==> src/rtl/karatsuba_pkg.sv <==
// Shared types and constants for the sequential Karatsuba multiplier.
package karatsuba_pkg;

  localparam int W_DEF  = 8;
  localparam int H_DEF  = W_DEF / 2;
  localparam int AW_DEF = 2 * (H_DEF + 1);
  localparam int DW_DEF = 2 * (H_DEF + 1);

  typedef enum logic [2:0] {
    IDLE = 3'd0,
    LOW  = 3'd1,
    HIGH = 3'd2,
    MID  = 3'd3,
    DONE = 3'd4
  } state_t;

  // One ROM address field for a plain half-operand: the carry bit is zero.
  function automatic logic [H_DEF:0] addr_field(input logic [H_DEF-1:0] nib);
    return {1'b0, nib};
  endfunction

endpackage

==> src/rtl/karatsuba_combine.sv <==
// Karatsuba recombination: P = (D << W) + ((C - A - D) << H) + A.
// Purely combinational. The sum is formed in 2W+1 bits and then truncated,
// because the true product always fits in 2W bits.
module karatsuba_combine #(
  parameter int W  = 8,
  parameter int H  = W / 2,
  parameter int DW = 2 * (H + 1)
) (
  input  logic [DW-1:0]  A,
  input  logic [DW-1:0]  C,
  input  logic [DW-1:0]  D,
  output logic [2*W-1:0] P
);

  localparam int PW = 2 * W + 1;

  logic [PW-1:0] w_a;
  logic [PW-1:0] w_c;
  logic [PW-1:0] w_d;
  logic [PW-1:0] w_mid;

  assign w_a   = PW'(A);
  assign w_c   = PW'(C);
  assign w_d   = PW'(D);
  // Equals Xl*Yh + Xh*Yl, never negative.
  assign w_mid = w_c - w_a - w_d;
  assign P     = (2*W)'((w_d << W) + (w_mid << H) + w_a);

endmodule

==> src/rtl/karatsuba_seq.sv <==
// Sequential 8x8 Karatsuba multiplier reading an external factor ROM.
// Three ROM lookups (Xl*Yl, Xh*Yh, (Xl+Xh)*(Yl+Yh)) are issued on one port,
// then recombined into the product.
// Optional build macro: KARATSUBA_SELFCHECK_EN adds a sticky err output that
// flags any product disagreeing with a behavioural X*Y.
module karatsuba_seq
  import karatsuba_pkg::*;
#(
  parameter int W  = W_DEF,
  parameter int H  = W / 2,
  parameter int AW = 2 * (H + 1),
  parameter int DW = 2 * (H + 1)
) (
  input  logic           clk,
  input  logic           rst_n,
  input  logic           in_valid,
  output logic           in_ready,
  input  logic [W-1:0]   X,
  input  logic [W-1:0]   Y,
  output logic [AW-1:0]  rom_addr,
  input  logic [DW-1:0]  rom_data,
  output logic           out_valid,
  input  logic           out_ready,
  output logic [2*W-1:0] P
`ifdef KARATSUBA_SELFCHECK_EN
  ,
  output logic           err
`endif
);

  state_t         r_state;
  state_t         w_next;
  logic [W-1:0]   r_x;
  logic [W-1:0]   r_y;
  logic [DW-1:0]  r_a;
  logic [DW-1:0]  r_d;
  logic [2*W-1:0] r_p;
  logic [2*W-1:0] w_p;
  logic [H:0]     w_xs;
  logic [H:0]     w_ys;

  // Half sums keep their carry; it lands in the top bit of each address field.
  assign w_xs = {1'b0, r_x[H-1:0]} + {1'b0, r_x[W-1:H]};
  assign w_ys = {1'b0, r_y[H-1:0]} + {1'b0, r_y[W-1:H]};
  assign P    = r_p;

  karatsuba_combine #(.W(W), .H(H), .DW(DW)) u_combine (
    .A (r_a),
    .C (rom_data),
    .D (r_d),
    .P (w_p)
  );

  // State register.
  always_ff @(posedge clk or negedge rst_n) begin
    if (!rst_n) r_state <= IDLE;
    else        r_state <= w_next;
  end

  // Next state, ROM address and handshake outputs.
  always_comb begin
    w_next    = r_state;
    rom_addr  = '0;
    in_ready  = 1'b0;
    out_valid = 1'b0;
    case (r_state)
      IDLE: begin
        in_ready = 1'b1;
        if (in_valid) w_next = LOW;
      end
      LOW: begin
        rom_addr = {1'b0, r_x[H-1:0], 1'b0, r_y[H-1:0]};
        w_next   = HIGH;
      end
      HIGH: begin
        rom_addr = {1'b0, r_x[W-1:H], 1'b0, r_y[W-1:H]};
        w_next   = MID;
      end
      MID: begin
        rom_addr = {w_xs, w_ys};
        w_next   = DONE;
      end
      DONE: begin
        out_valid = 1'b1;
        if (out_ready) w_next = IDLE;
      end
      default: w_next = IDLE;
    endcase
  end

  // Operand capture and factor/product registers; ROM data only sampled in LOW/HIGH/MID.
  always_ff @(posedge clk or negedge rst_n) begin
    if (!rst_n) begin
      r_x <= '0;
      r_y <= '0;
      r_a <= '0;
      r_d <= '0;
      r_p <= '0;
    end else begin
      case (r_state)
        IDLE: if (in_valid) begin
          r_x <= X;
          r_y <= Y;
        end
        LOW:  r_a <= rom_data;
        HIGH: r_d <= rom_data;
        MID:  r_p <= w_p;
        default: ;
      endcase
    end
  end

`ifdef KARATSUBA_SELFCHECK_EN
  logic [2*W-1:0] w_ref;
  logic           r_err;

  assign w_ref = {{W{1'b0}}, r_x} * {{W{1'b0}}, r_y};
  assign err   = r_err;

  // Sticky mismatch flag, evaluated as the product is registered on entry to DONE.
  always_ff @(posedge clk or negedge rst_n) begin
    if (!rst_n) begin
      r_err <= 1'b0;
    end else if (r_state == MID && w_p != w_ref) begin
      r_err <= 1'b1;
`ifndef SYNTHESIS
      $error("karatsuba_seq: product 0x%0h differs from reference 0x%0h", w_p, w_ref);
`endif
    end
  end
`endif

endmodule

==> config.mk <==
export PLATFORM = sky130hd
export DESIGN_NAME = karatsuba_seq
export DESIGN_NICKNAME = d
export VERILOG_FILES = /design/src/rtl/karatsuba_pkg.sv /design/src/rtl/karatsuba_combine.sv /design/src/rtl/karatsuba_seq.sv
export SDC_FILE = /design/constraint.sdc
export NUM_CORES = 1
export LEC_CHECK = 0
export CAP_MARGIN = 20
export CORE_UTILIZATION = 40
export CTS_CLUSTER_SIZE = 10
export DETAILED_ROUTE_END_ITERATION = 12
export PLACE_DENSITY = 0.72
export SYNTH_ARGS = -nofsm -noshare
export SYNTH_HDL_FRONTEND = slang
export SYNTH_SLANG_ARGS = --single-unit
==> constraint.sdc <==
create_clock -name clk -period 9.3 [get_ports clk]
set_input_delay 0.93 -clock clk [delete_from_list [all_inputs] [get_ports clk]]
set_output_delay 0.93 -clock clk [all_outputs]
set_load 0.02 [all_outputs]
# Word-level counts from Yosys, hierarchy flattened
# Index checks and enable logic that the tools add are counted.
# Widths: inputs -> output; s select.
dict set report totals {
  out_inout_bits 28
  ff_bits 55
  input_bits 30
  elab_cells 27
}
dict set report op_classes {
  add_sub_neg 6
  n_mux 6
  n_eq_ne 6
  reduce_logical 3
}
# cell count
set ops {}
lappend ops {{$pmux 10 s3} 1}
lappend ops {{$add 16x10->16} 1}
lappend ops {{$add 16x16->16} 1}
lappend ops {{$pmux 3 s5} 1}
lappend ops {{$sub 12x10->12} 1}
lappend ops {{$sub 10x10->11} 1}
lappend ops {{$add 4x4->5} 2}
lappend ops {{$eq 3x2->1 const B} 2}
lappend ops {{$mux 3} 2}
lappend ops {{$ne 2x2->1 const B} 2}
lappend ops {{$reduce_and 2->1} 2}
lappend ops {{$eq 3x1->1 const B} 1}
lappend ops {{$eq 3x3->1 const B} 1}
lappend ops {{$logic_not 3->1} 1}
lappend ops {{$mux 1} 2}

# Longest topological paths before layout
dict set report logic_depth {
  ltp_word 4
  mapped_depth 22
  ltp_nobuf 22
}

# By module
# Synthesis repeated with hierarchy kept, for this count alone.
dict set report unflattened {
  hier_cells 383
  area_unflattened_um2 4038.9
}
# mod n_inst seq_area_each_um2 cells_each area_each_um2
set modules_own_cells {}
lappend modules_own_cells {karatsuba_seq 1 1376.3 190 2561.2}
lappend modules_own_cells {karatsuba_combine 1 0.0 193 1477.7}

# Worst setup path before layout
# No wires, ideal clock.
dict set report synth_timing {
  kind {input to register}
  start {input rom_data[0]}
  end {register r_p[15] (netlist: P[15])}
  setup_ps 70
  path_buffers 0
  t_arrival_ps 4850
  t_required_ps 9230
  path_slack_ps 4380
  stages 22
  path_cell_list {inv_1 -> ha_1 -> fa_1 -> nor2b_1 -> o21ai_0 -> a21oi_1 -> nor2_1 -> xnor2_1 -> ha_1 -> or2_1 -> a2111oi_4 -> nor2_1 -> a21o_1 -> a21oi_1 -> xnor2_1 -> ha_1 -> ha_1 -> and3_4 -> a2111oi_2 -> o211ai_1 -> nor4_1 -> nand3b_1}
}
dict set report synth_via {
  elab_chain_len 4
}
# element line
set synth_rtl {}
lappend synth_rtl {{start: declaration} karatsuba_seq.sv:21} ;# input logic [DW-1:0] rom_data,
lappend synth_rtl {{$sub 10x10->11} karatsuba_combine.sv:26} ;# assign w_mid = w_c - w_a - w_d;
lappend synth_rtl {{$sub 12x10->12} karatsuba_combine.sv:26}
lappend synth_rtl {{$add 16x16->16} karatsuba_combine.sv:27} ;# assign P = (2*W)'((w_d << W) + (w_mid << H) + w_a);
lappend synth_rtl {{$add 16x10->16} karatsuba_combine.sv:27}
lappend synth_rtl {{end signal: assignment} karatsuba_seq.sv:107} ;# MID: r_p <= w_p;
lappend synth_rtl {{end: declaration} karatsuba_seq.sv:37} ;# logic [2*W-1:0] r_p;
# No other way between the ends.
# A chain may end at the register's enable or synchronous reset.

# Worst setup path after layout
# Ends and elaborated chain as after synthesis.

==> reports/metrics.yaml <==
outcome:
  status: "complete, no violations"
clock_tree:
  cts_resized: 0
  cts_setup_buffers: 0
  htreeDepth: 2
  root_buffer: "clkbuf_8"
  path_clk_slew_ps: 90
  hold_buffers: 0
  clock_latency_ps: 310
  cts_tree: "yes"
  cts.sinks: 55
  cts_buffers: 5
  clock_path_buffers: 2
place:
  place.gp.congestion: 0.863
  portBuffers: 57
  dp_hpwl_mm: 6.68
  placement.setup.worst_slack_ps: 3400
  dpl_cell_area_sq_um: 4760
sta:
  fin_crit_ps: 5620
  max_freq_mhz: 178
  fin_crit_sh: 0.604
  setup_viol: 0
  rsz0062_at_grt: "no"
  holdWs_ps: 480
  tightestPinTransition_ps: 778
  hold_violations: 0
  slew_headroom: 0.482
  slew_viol_final: 0
  setup_tns_ps: 0
  finalWorstSetupSlack_ps: 3680
  fin_skew_ps: 13.5
routing:
  via_per_inst: 5.10
  drcViolationCount: 0
  drt-initial-drc-count: 132
  wirelength_mm: 8.56
  via_count: 3187
  ant_nets: 0
  wire_per_inst_um: 13.7
  dr.pass1.iters: 4
yosys:
  synth_top_area_cell: "dfrtp_1"
  synth_warnings: 0
  mappedNetlistArea_sq_um: 4060
  synth.top_cells.by_count: "dfrtp_1 (55), nand2_1 (55), ha_1 (47), o21ai_0 (47), inv_1 (45)"
  synth_compound_area_frac: 0.161
  synth_seq_cells: 55
  avgSynthCellArea_sq_um: 9.25
  synth-edff-count: 0
  ys_seq_area_frac: 0.339
  synth_area_leaders: "dfrtp_1 (34%), ha_1 (14%), o21ai_0 (5.8%)"
  synth-adder-area-share: 0.179
  async_flop_share: 1.00
  synth_nets: 523
  syn_inst: 439
  synth_ff_type: "dfrtp_1"
  synth.top_cell.area_share: 0.339
  synth_xor_xnor_area_share: 0.0601
  synth.area.mux_share: 0.0601
  synth_cell_types: 48
  yosys.area_share.simple: 0.145
  synth_top_family_by_area: "adder cells"
global_routing:
  grt_first_pass_wirelength_mm: 14.5
  gr-total-overflow: 0
  antenna_found_initial: 0
  grt_start_max_net_pins: 56
  grtUsageTotal: 0.176
  grt_pass1_vias: 3168
min_path:
  hold_path_class: "reg2reg"
setup_path:
  worstSetupEndpointType: "flop"
  worstSetupStartpointType: "input port"
  crit_chain: "clkdlybuf4s50_1 > inv_1 > ha_1 > fa_1 > nor2b_1 > o21ai_0 > a21oi_1 > nor2_1 > xnor2_1 > ha_1 > or2_1 > a2111oi_4 > nor2_1 > a21o_1 > a21oi_1 > xnor2_1 > ha_1 > ha_1 > and3_4 > a2111oi_2 > o211ai_1 > nor4_1 > nand3b_1"
  required_ps: 9540
  crit_slowest_cell: "clkdlybuf4s50_1"
  crit_top_cell: "ha_1"
  crit_type: "in2reg"
  reg2reg_depth: 22
  critPathMaxStageDelay_ps: 490
  worst-path-max-fanout: 7
  startpoint: "rom_data[0]"
  cp_data_arrival_time_ps: 5860
  r2r-start: "r_a[1]"
  worstSetupEndpoint: "P[15]"
  r2r_end: "P[15]"
  r2r_slack_ps: 4420
floorplan:
  top_level_ports: 58
  dieArea_sq_um: 10600
  start_util: 0.413
  die_h_um: 103
  die_width_um: 103
  coreArea_sq_um: 9820
  rows: 36
finish:
  area_growth_pct: 19.7
  drive_gt1_frac: 0.0915
  diodes: 0
  final_net_count: 576
  stdcell_area_sq_um: 4860
job:
  drv_cap: 0
==> per-layer routing <==
metal / GRT usage / routed length (um) / share of wire
met3: 0.0258 / 201 / 0.023
met5: 0 / 0 / 0
met1: 0.226 / 4020 / 0.47
met4: 0.0661 / 228 / 0.027
met2: 0.301 / 4110 / 0.48
==> worst min path at each step <==
stage	start	endpoint	slack, ps	cells after the start
after floorplan	r_a[0]	P[0]	460	2
after global placement	P[6]	P[6]	460	2
after detailed placement	P[6]	P[6]	460	2
after CTS	P[6]	P[6]	490	2
after global routing	P[8]	P[8]	520	2
final	P[13]	P[13]	480	2
==> worst max-delay path, delay by kind of cell <==
kind | cells | cell delay [ps]
AO/OA/AOI/OAI | 7 | 1570
XOR/XNOR | 2 | 220
adder cells (fa/ha/maj) | 5 | 1390
buffers and inverters | 2 | 540
AND/OR/NAND/NOR | 7 | 1180
==> cells in the final DEF, fill, tap and decap left out, types with 3 or more instances in the layout <==
cell              n
nor2_1           24
nor3_1            6
nand2_1          55
clkbuf_8          6
inv_1            45
xnor2_1          21
nor3b_1           4
nor2b_1          10
mux2_2           19
a21o_1            7
dfrtp_1          55
fa_1              7
or3_1             3
o21ai_0          47
o211ai_1          3
a21oi_1          15
o21a_1            4
nand3_1           4
xor2_1            5
mux2i_1           3
ha_1             47
clkdlybuf4s50_1  56
a22oi_1           8
nor4_1            3
==> layout make-up <==
cell class / instances / area, sq um
fill: 952 / 4960
multi-input combinational: 325 / 2460
sequential: 55 / 1380
timing repair buffer: 60 / 592
inverter: 45 / 169
tap: 133 / 166
clock buffer: 6 / 82.6
clock inverter: 1 / 8.76
==> metrics by stage <==
step,util,std cells
2_1_floorplan,-,439
4_1_cts,0.494,624
6_report,0.495,625
3_5_place_dp,0.484,617
5_1_grt,0.495,625
3_3_place_gp,0.484,617
==> state kept, by name, summed over array words and instances (netlist names) <==
signal / count
P: 16
r_a: 10
r_d: 10
r_x: 8
r_y: 8
r_state: 3
==> logic make-up after synthesis <==
kind of cell,count (synthesis)
compound gates,99
xor+xnor,27
fa+ha+maj,54
buf+inv,59
flops,55
mux,22
simple gates,123
Power is not shown: default switching activity piles up to over one toggle a cycle in this logic, so the estimate is an artifact.
